[src/rtl/stream_gain_sat.sv]
// Signed AXI-Stream gain stage: two-register pipeline computing round-half-up(sample * GAIN)
// saturated to DW, with a pipelined Wishbone config/status port (GAIN, CTRL, SAT_CNT, SMP_CNT).
module stream_gain_sat #(
  parameter int DW    = 24,
  parameter int GAINW = 18,
  parameter int GAINQ = 16,
  parameter int CFGAW = 32,
  parameter int CFGDW = 32
) (
  input  logic             clk,
  input  logic             rst_n,
  input  logic [DW-1:0]    s_axis_tdata,
  input  logic             s_axis_tvalid,
  output logic             s_axis_tready,
  output logic [DW-1:0]    m_axis_tdata,
  output logic             m_axis_tvalid,
  input  logic             m_axis_tready,
  input  logic             cyc_i,
  input  logic             stb_i,
  input  logic             we_i,
  output logic             ack_o,
  output logic             stall_o,
  input  logic [CFGAW-1:0] addr_i,
  input  logic [CFGDW-1:0] data_i,
  output logic [CFGDW-1:0] data_o
);

  localparam int PW = DW + GAINW;
  localparam int RW = PW + 1;
  localparam logic [DW-1:0]          SAT_POS  = {1'b0, {(DW-1){1'b1}}};
  localparam logic [DW-1:0]          SAT_NEG  = {1'b1, {(DW-1){1'b0}}};
  localparam logic signed [RW-1:0]   MAX_R    = RW'(SAT_POS);
  localparam logic signed [RW-1:0]   MIN_R    = -MAX_R - RW'(1);
  localparam logic signed [RW-1:0]   RND      = RW'(1) << (GAINQ - 1);
  localparam logic [GAINW-1:0]       GAIN_ONE = GAINW'(1) << GAINQ;

  // Handshake: a beat moves on either stream side when valid && ready at a rising edge.
  // Both stages advance together on en; with en low everything (including tdata) holds.
  logic en;
  logic req, wr, clr;

  logic [GAINW-1:0]       gain_q;
  logic                   bypass_q;
  logic [31:0]            sat_cnt_q, sat_cnt_d;
  logic [31:0]            smp_cnt_q, smp_cnt_d;
  logic                   ack_q;
  logic [CFGDW-1:0]       rdata_q, rdata_d;

  logic                   s1_valid_q, s1_bypass_q;
  logic signed [PW-1:0]   s1_prod_q, prod_d;
  logic [DW-1:0]          s1_raw_q;
  logic                   out_valid_q;
  logic [DW-1:0]          out_data_q, out_data_d;

  logic signed [RW-1:0]   rnd_sum, r_val;
  logic                   r_hi, r_lo, clip;

  logic unused_bits;
  assign unused_bits = ^{addr_i[CFGAW-1:2], data_i[CFGDW-1:GAINW]};

  assign en            = !out_valid_q || m_axis_tready;
  assign s_axis_tready = en;
  assign m_axis_tvalid = out_valid_q;
  assign m_axis_tdata  = out_data_q;

  assign req     = cyc_i && stb_i;
  assign wr      = req && we_i;
  assign clr     = wr && (addr_i[1:0] == 2'd1) && data_i[1];
  assign ack_o   = ack_q;
  assign data_o  = rdata_q;
  assign stall_o = 1'b0;

  assign prod_d = PW'($signed(s_axis_tdata)) * PW'($signed(gain_q));

  always_comb begin
    rnd_sum = RW'(s1_prod_q) + RND;
    r_val   = rnd_sum >>> GAINQ;
    r_hi    = r_val > MAX_R;
    r_lo    = r_val < MIN_R;
    clip    = !s1_bypass_q && (r_hi || r_lo);
    if (s1_bypass_q)  out_data_d = s1_raw_q;
    else if (r_hi)    out_data_d = SAT_POS;
    else if (r_lo)    out_data_d = SAT_NEG;
    else              out_data_d = r_val[DW-1:0];
  end

  // Clear wins over a same-edge increment.
  always_comb begin
    sat_cnt_d = sat_cnt_q;
    smp_cnt_d = smp_cnt_q;
    if (en && s1_valid_q) begin
      smp_cnt_d = smp_cnt_q + 32'd1;
      if (clip && (sat_cnt_q != 32'hFFFF_FFFF)) sat_cnt_d = sat_cnt_q + 32'd1;
    end
    if (clr) begin
      sat_cnt_d = 32'd0;
      smp_cnt_d = 32'd0;
    end
  end

  always_comb begin
    rdata_d = '0;
    if (req && !we_i) begin
      case (addr_i[1:0])
        2'd0:    rdata_d = {{(CFGDW-GAINW){gain_q[GAINW-1]}}, gain_q};
        2'd1:    rdata_d = CFGDW'(bypass_q);
        2'd2:    rdata_d = CFGDW'(sat_cnt_q);
        default: rdata_d = CFGDW'(smp_cnt_q);
      endcase
    end
  end

  always_ff @(posedge clk or negedge rst_n) begin
    if (!rst_n) begin
      gain_q   <= GAIN_ONE;
      bypass_q <= 1'b0;
      ack_q    <= 1'b0;
      rdata_q  <= '0;
    end else begin
      ack_q   <= req;
      rdata_q <= rdata_d;
      if (wr && (addr_i[1:0] == 2'd0)) gain_q   <= data_i[GAINW-1:0];
      if (wr && (addr_i[1:0] == 2'd1)) bypass_q <= data_i[0];
    end
  end

  always_ff @(posedge clk or negedge rst_n) begin
    if (!rst_n) begin
      sat_cnt_q <= 32'd0;
      smp_cnt_q <= 32'd0;
    end else begin
      sat_cnt_q <= sat_cnt_d;
      smp_cnt_q <= smp_cnt_d;
    end
  end

  always_ff @(posedge clk or negedge rst_n) begin
    if (!rst_n) begin
      s1_valid_q  <= 1'b0;
      s1_bypass_q <= 1'b0;
      s1_prod_q   <= '0;
      s1_raw_q    <= '0;
      out_valid_q <= 1'b0;
      out_data_q  <= '0;
    end else if (en) begin
      s1_valid_q  <= s_axis_tvalid;
      s1_bypass_q <= bypass_q;
      s1_prod_q   <= prod_d;
      s1_raw_q    <= s_axis_tdata;
      out_valid_q <= s1_valid_q;
      out_data_q  <= out_data_d;
    end
  end

endmodule

[config.mk]
export PLATFORM = sky130hd
export DESIGN_NAME = stream_gain_sat
export DESIGN_NICKNAME = d
export VERILOG_FILES = /design/src/rtl/stream_gain_sat.sv
export SDC_FILE = /design/constraint.sdc
export NUM_CORES = 2
export LEC_CHECK = 0
export ABC_AREA = 1
export BUFFER_PORTS_ARGS = -buffer_cell sky130_fd_sc_hd__buf_4
export CORE_MARGIN = 2
export CORE_UTILIZATION = 25
export CTS_CLUSTER_SIZE = 12
export DETAILED_ROUTE_END_ITERATION = 7
export PLACE_DENSITY = 0.46
export SYNTH_ARGS = -nofsm -noshare
export SYNTH_HDL_FRONTEND = slang
export SYNTH_SLANG_ARGS = --single-unit
[constraint.sdc]
create_clock -name clk -period 9.74 [get_ports clk]
set_input_delay 1.948 -clock clk [delete_from_list [all_inputs] [get_ports clk]]
set_output_delay 1.948 -clock clk [all_outputs]
set_load 0.02 [all_outputs]
==> flow_summary.json <==
{
  "status": "complete, but fails checks",
  "violations": "DRC",
  "start_util": 0.253,
  "yosysTopAreaCell": "fa_1",
  "setup.worst_path.end_class": "flip-flop",
  "hold_violations": 0,
  "yosys.area.top_type_share": 0.319,
  "relSlewSlack": 0.357,
  "cts_hold_buf": 0,
  "drt-initial-drc-count": 1430,
  "cts-root-buf": "clkbuf_16",
  "slowest_delay_ns": 0.60,
  "drive_above_1_share": 0.0674,
  "setup_viol": 0,
  "die-area_mm2": 0.109,
  "yosys.cell_count.top_type": "nand2_1",
  "antenna_found_initial": 0,
  "r2r_cells": 23,
  "die_y_um": 330,
  "r2r-end": "s1_prod_q[41]",
  "ys.warnings.count": 0,
  "dr.pass1.iters": 7,
  "tightest_slew_ns": 0.964,
  "r2r-start": "gain_q[9]",
  "fill_cells": 11645,
  "die_w_um": 330,
  "muxShareOfSynthArea": 0.00719,
  "cts_made_buffers": 17,
  "clk_latency_ns": 0.51,
  "crit_end": "s1_prod_q[41]",
  "antennaDiodeCount": 0,
  "start_kind": "input pin",
  "core_region_area_mm2": 0.105,
  "wl_per_cell_um": 16.6,
  "ff2ff_setup_slack_ns": 3.00,
  "nNetsFinal": 4125,
  "yosys.area_share.simple": 0.233,
  "slew_violations": 0,
  "synth_edf_count": 0,
  "areaGrowthSynthToFinish_pct": 10.3,
  "worstPathArrival_ns": 7.92,
  "synth_seq_area_share": 0.182,
  "synth_area_leaders": "fa_1, dfrtp_1, nand2_1, inv_1, ha_1",
  "rsz0062_at_grt": "no",
  "clockBufferDepth": 2,
  "via_count": 21453,
  "max_cap_violations": 0,
  "synth_xor_area_frac": 0.0207,
  "grt_start_max_net_pins": 93,
  "cts_resized": 0,
  "drcViolationCount": 3,
  "grt_usage": 0.156,
  "synthAdderAreaFrac": 0.367,
  "io_pins": 155,
  "io_buffers": 109,
  "clk_pin_slew_ns": 0.08,
  "htree_levels": 4,
  "syn_area_mm2": 0.0266,
  "synth-async-reset-ratio": 1.00,
  "cts_sinks": 194,
  "ys_ff_latch": 194,
  "fin_crit_sh": 0.773,
  "cts_setup_buffers": 0,
  "postSynthCellCount": 3514,
  "dp_hpwl_um": 63300,
  "regArea_mm2": 0.00486,
  "multi_input_area_mm2": 0.0179,
  "hold_class": "flip-flop to flip-flop",
  "finalSetupTns_ns": 0,
  "rows": 119,
  "ant_nets": 0,
  "wl_um": 81600,
  "min_period_ns": 7.53,
  "worstPathCellList": "buf_4, nand2_1, inv_1, fa_1, fa_1, ha_1, inv_1, fa_1, inv_1, fa_1, inv_1, fa_1, inv_1, ha_1, nand2_1, nor2_1, nand2_1, nor3_1, nand3_1, nand3b_1, nand2_1, nand3_1, nand2_1",
  "grt_pass1_wl_um": 131000,
  "max_freq_mhz": 133,
  "yosysUniqueCellTypes": 43,
  "syn_area_per_cell_um2": 7.58,
  "cts_tree": "built",
  "cp_max_fo": 19,
  "grt_pass1_vias": 22605,
  "synth-compound-area-share": 0.0441,
  "cp-startpoint": "s_axis_tdata[23]",
  "synth_top_family_by_area": "adder cells",
  "synthesis.nets": 4136,
  "path_class": "input pin to flip-flop",
  "routed_via_density": 4.37,
  "ys.flop_type": "dfrtp_1",
  "clock_skew_ns": 0.0180,
  "cp_data_required_time_ns": 10.13,
  "gp_congestion": 0.876,
  "synth_commonest_cells": "nand2_1, inv_1, fa_1",
  "cpMaxStageDelayCell": "fa_1",
  "gr-total-overflow": 0
}
-- layer usage --
| metal | wire length [um] | track usage |
|---|---|---|
| met1 | 36500 | 0.204 |
| met5 | 0 | 0 |
| met4 | 1270 | 0.0360 |
| met2 | 41400 | 0.278 |
| met3 | 2470 | 0.0170 |
-- final cells by class --
type	count	area share
Tap cell	1391	0.0592
Multi-Input combinational cell	2302	0.610
Inverter	851	0.109
Timing Repair Buffer	137	0.0353
Clock inverter	15	0.00754
Clock buffer	17	0.0145
Sequential cell	194	0.165
-- worst min-delay path by stage --
stage                 start  slack, ns      endpoint  depth (start not counted)
4_1_cts        s1_raw_q[16]       0.47  s1_raw_q[16]                          2
2_1_floorplan  s1_raw_q[10]       0.43  s1_raw_q[10]                          2
3_5_place_dp   s1_raw_q[16]       0.45  s1_raw_q[16]                          2
3_3_place_gp   s1_raw_q[19]       0.45  s1_raw_q[19]                          2
5_1_grt        s1_raw_q[14]       0.49  s1_raw_q[14]                          2
6_report       s1_raw_q[14]       0.47  s1_raw_q[14]                          2
-- placed cells by master, fill, tap and decap left out, drive strengths merged, types with 2 or more instances in the layout --
master | Yosys | final
nand2 | 962 | 962
inv | 850 | 857
fa | 424 | 424
dfrtp | 193 | 193
nor2 | 175 | 175
nand3 | 158 | 158
buf | 36 | 137
ha | 103 | 103
a21oi | 79 | 79
o21ai | 77 | 77
nor3 | 70 | 70
nand4 | 64 | 64
xor2 | 41 | 41
or2 | 35 | 35
xnor2 | 22 | 22
mux2 | 17 | 17
clkbuf | 131 | 17
o22ai | 16 | 16
o211ai | 16 | 16
nand3b | 8 | 8
nor4 | 8 | 8
clkinv | 1 | 8
a21o | 7 | 7
o31ai | 5 | 5
a31oi | 4 | 4
and3 | 2 | 2
o21a | 2 | 2
-- worst max-delay path, delay by kind of cell --
| family | cells | cell delay, ns |
|---|---|---|
| simple gates | 10 | 1.32 |
| buf+inv | 6 | 0.90 |
| fa+ha+maj | 7 | 3.73 |
-- cell families after synthesis --
group,Yosys count
AND/OR/NAND/NOR,1484
buffers and inverters,1018
adder cells (fa/ha/maj),527
AO/OA/AOI/OAI,210
flip-flops,194
XOR/XNOR,63
multiplexers,17
other,1
-- stage by stage --
step	setup WS (ns)	utilization	cell area, um^2	cells	hold WS (ns)
finish	2.21	0.279	29400	4907	0.467
global route	1.74	0.279	29400	4907	0.490
CTS	2.20	0.279	29400	4907	0.470
detailed placement	1.66	0.273	28700	4875	0.451
global placement	1.73	0.273	28700	4875	0.445
floorplan	2.13	-	26600	3514	0.434
-- registers in the layout (all words and copies together), names as in the netlist --
signal	flops
ack_o	1
bypass_q	1
data_o	32
gain_q	18
m_axis_tdata	24
m_axis_tvalid	1
s1_bypass_q	1
s1_prod_q	27
s1_raw_q	24
s1_valid_q	1
sat_cnt_q	32
smp_cnt_q	32
Power is not shown: default switching activity piles up to over one toggle a cycle in this logic, so the estimate is an artifact.
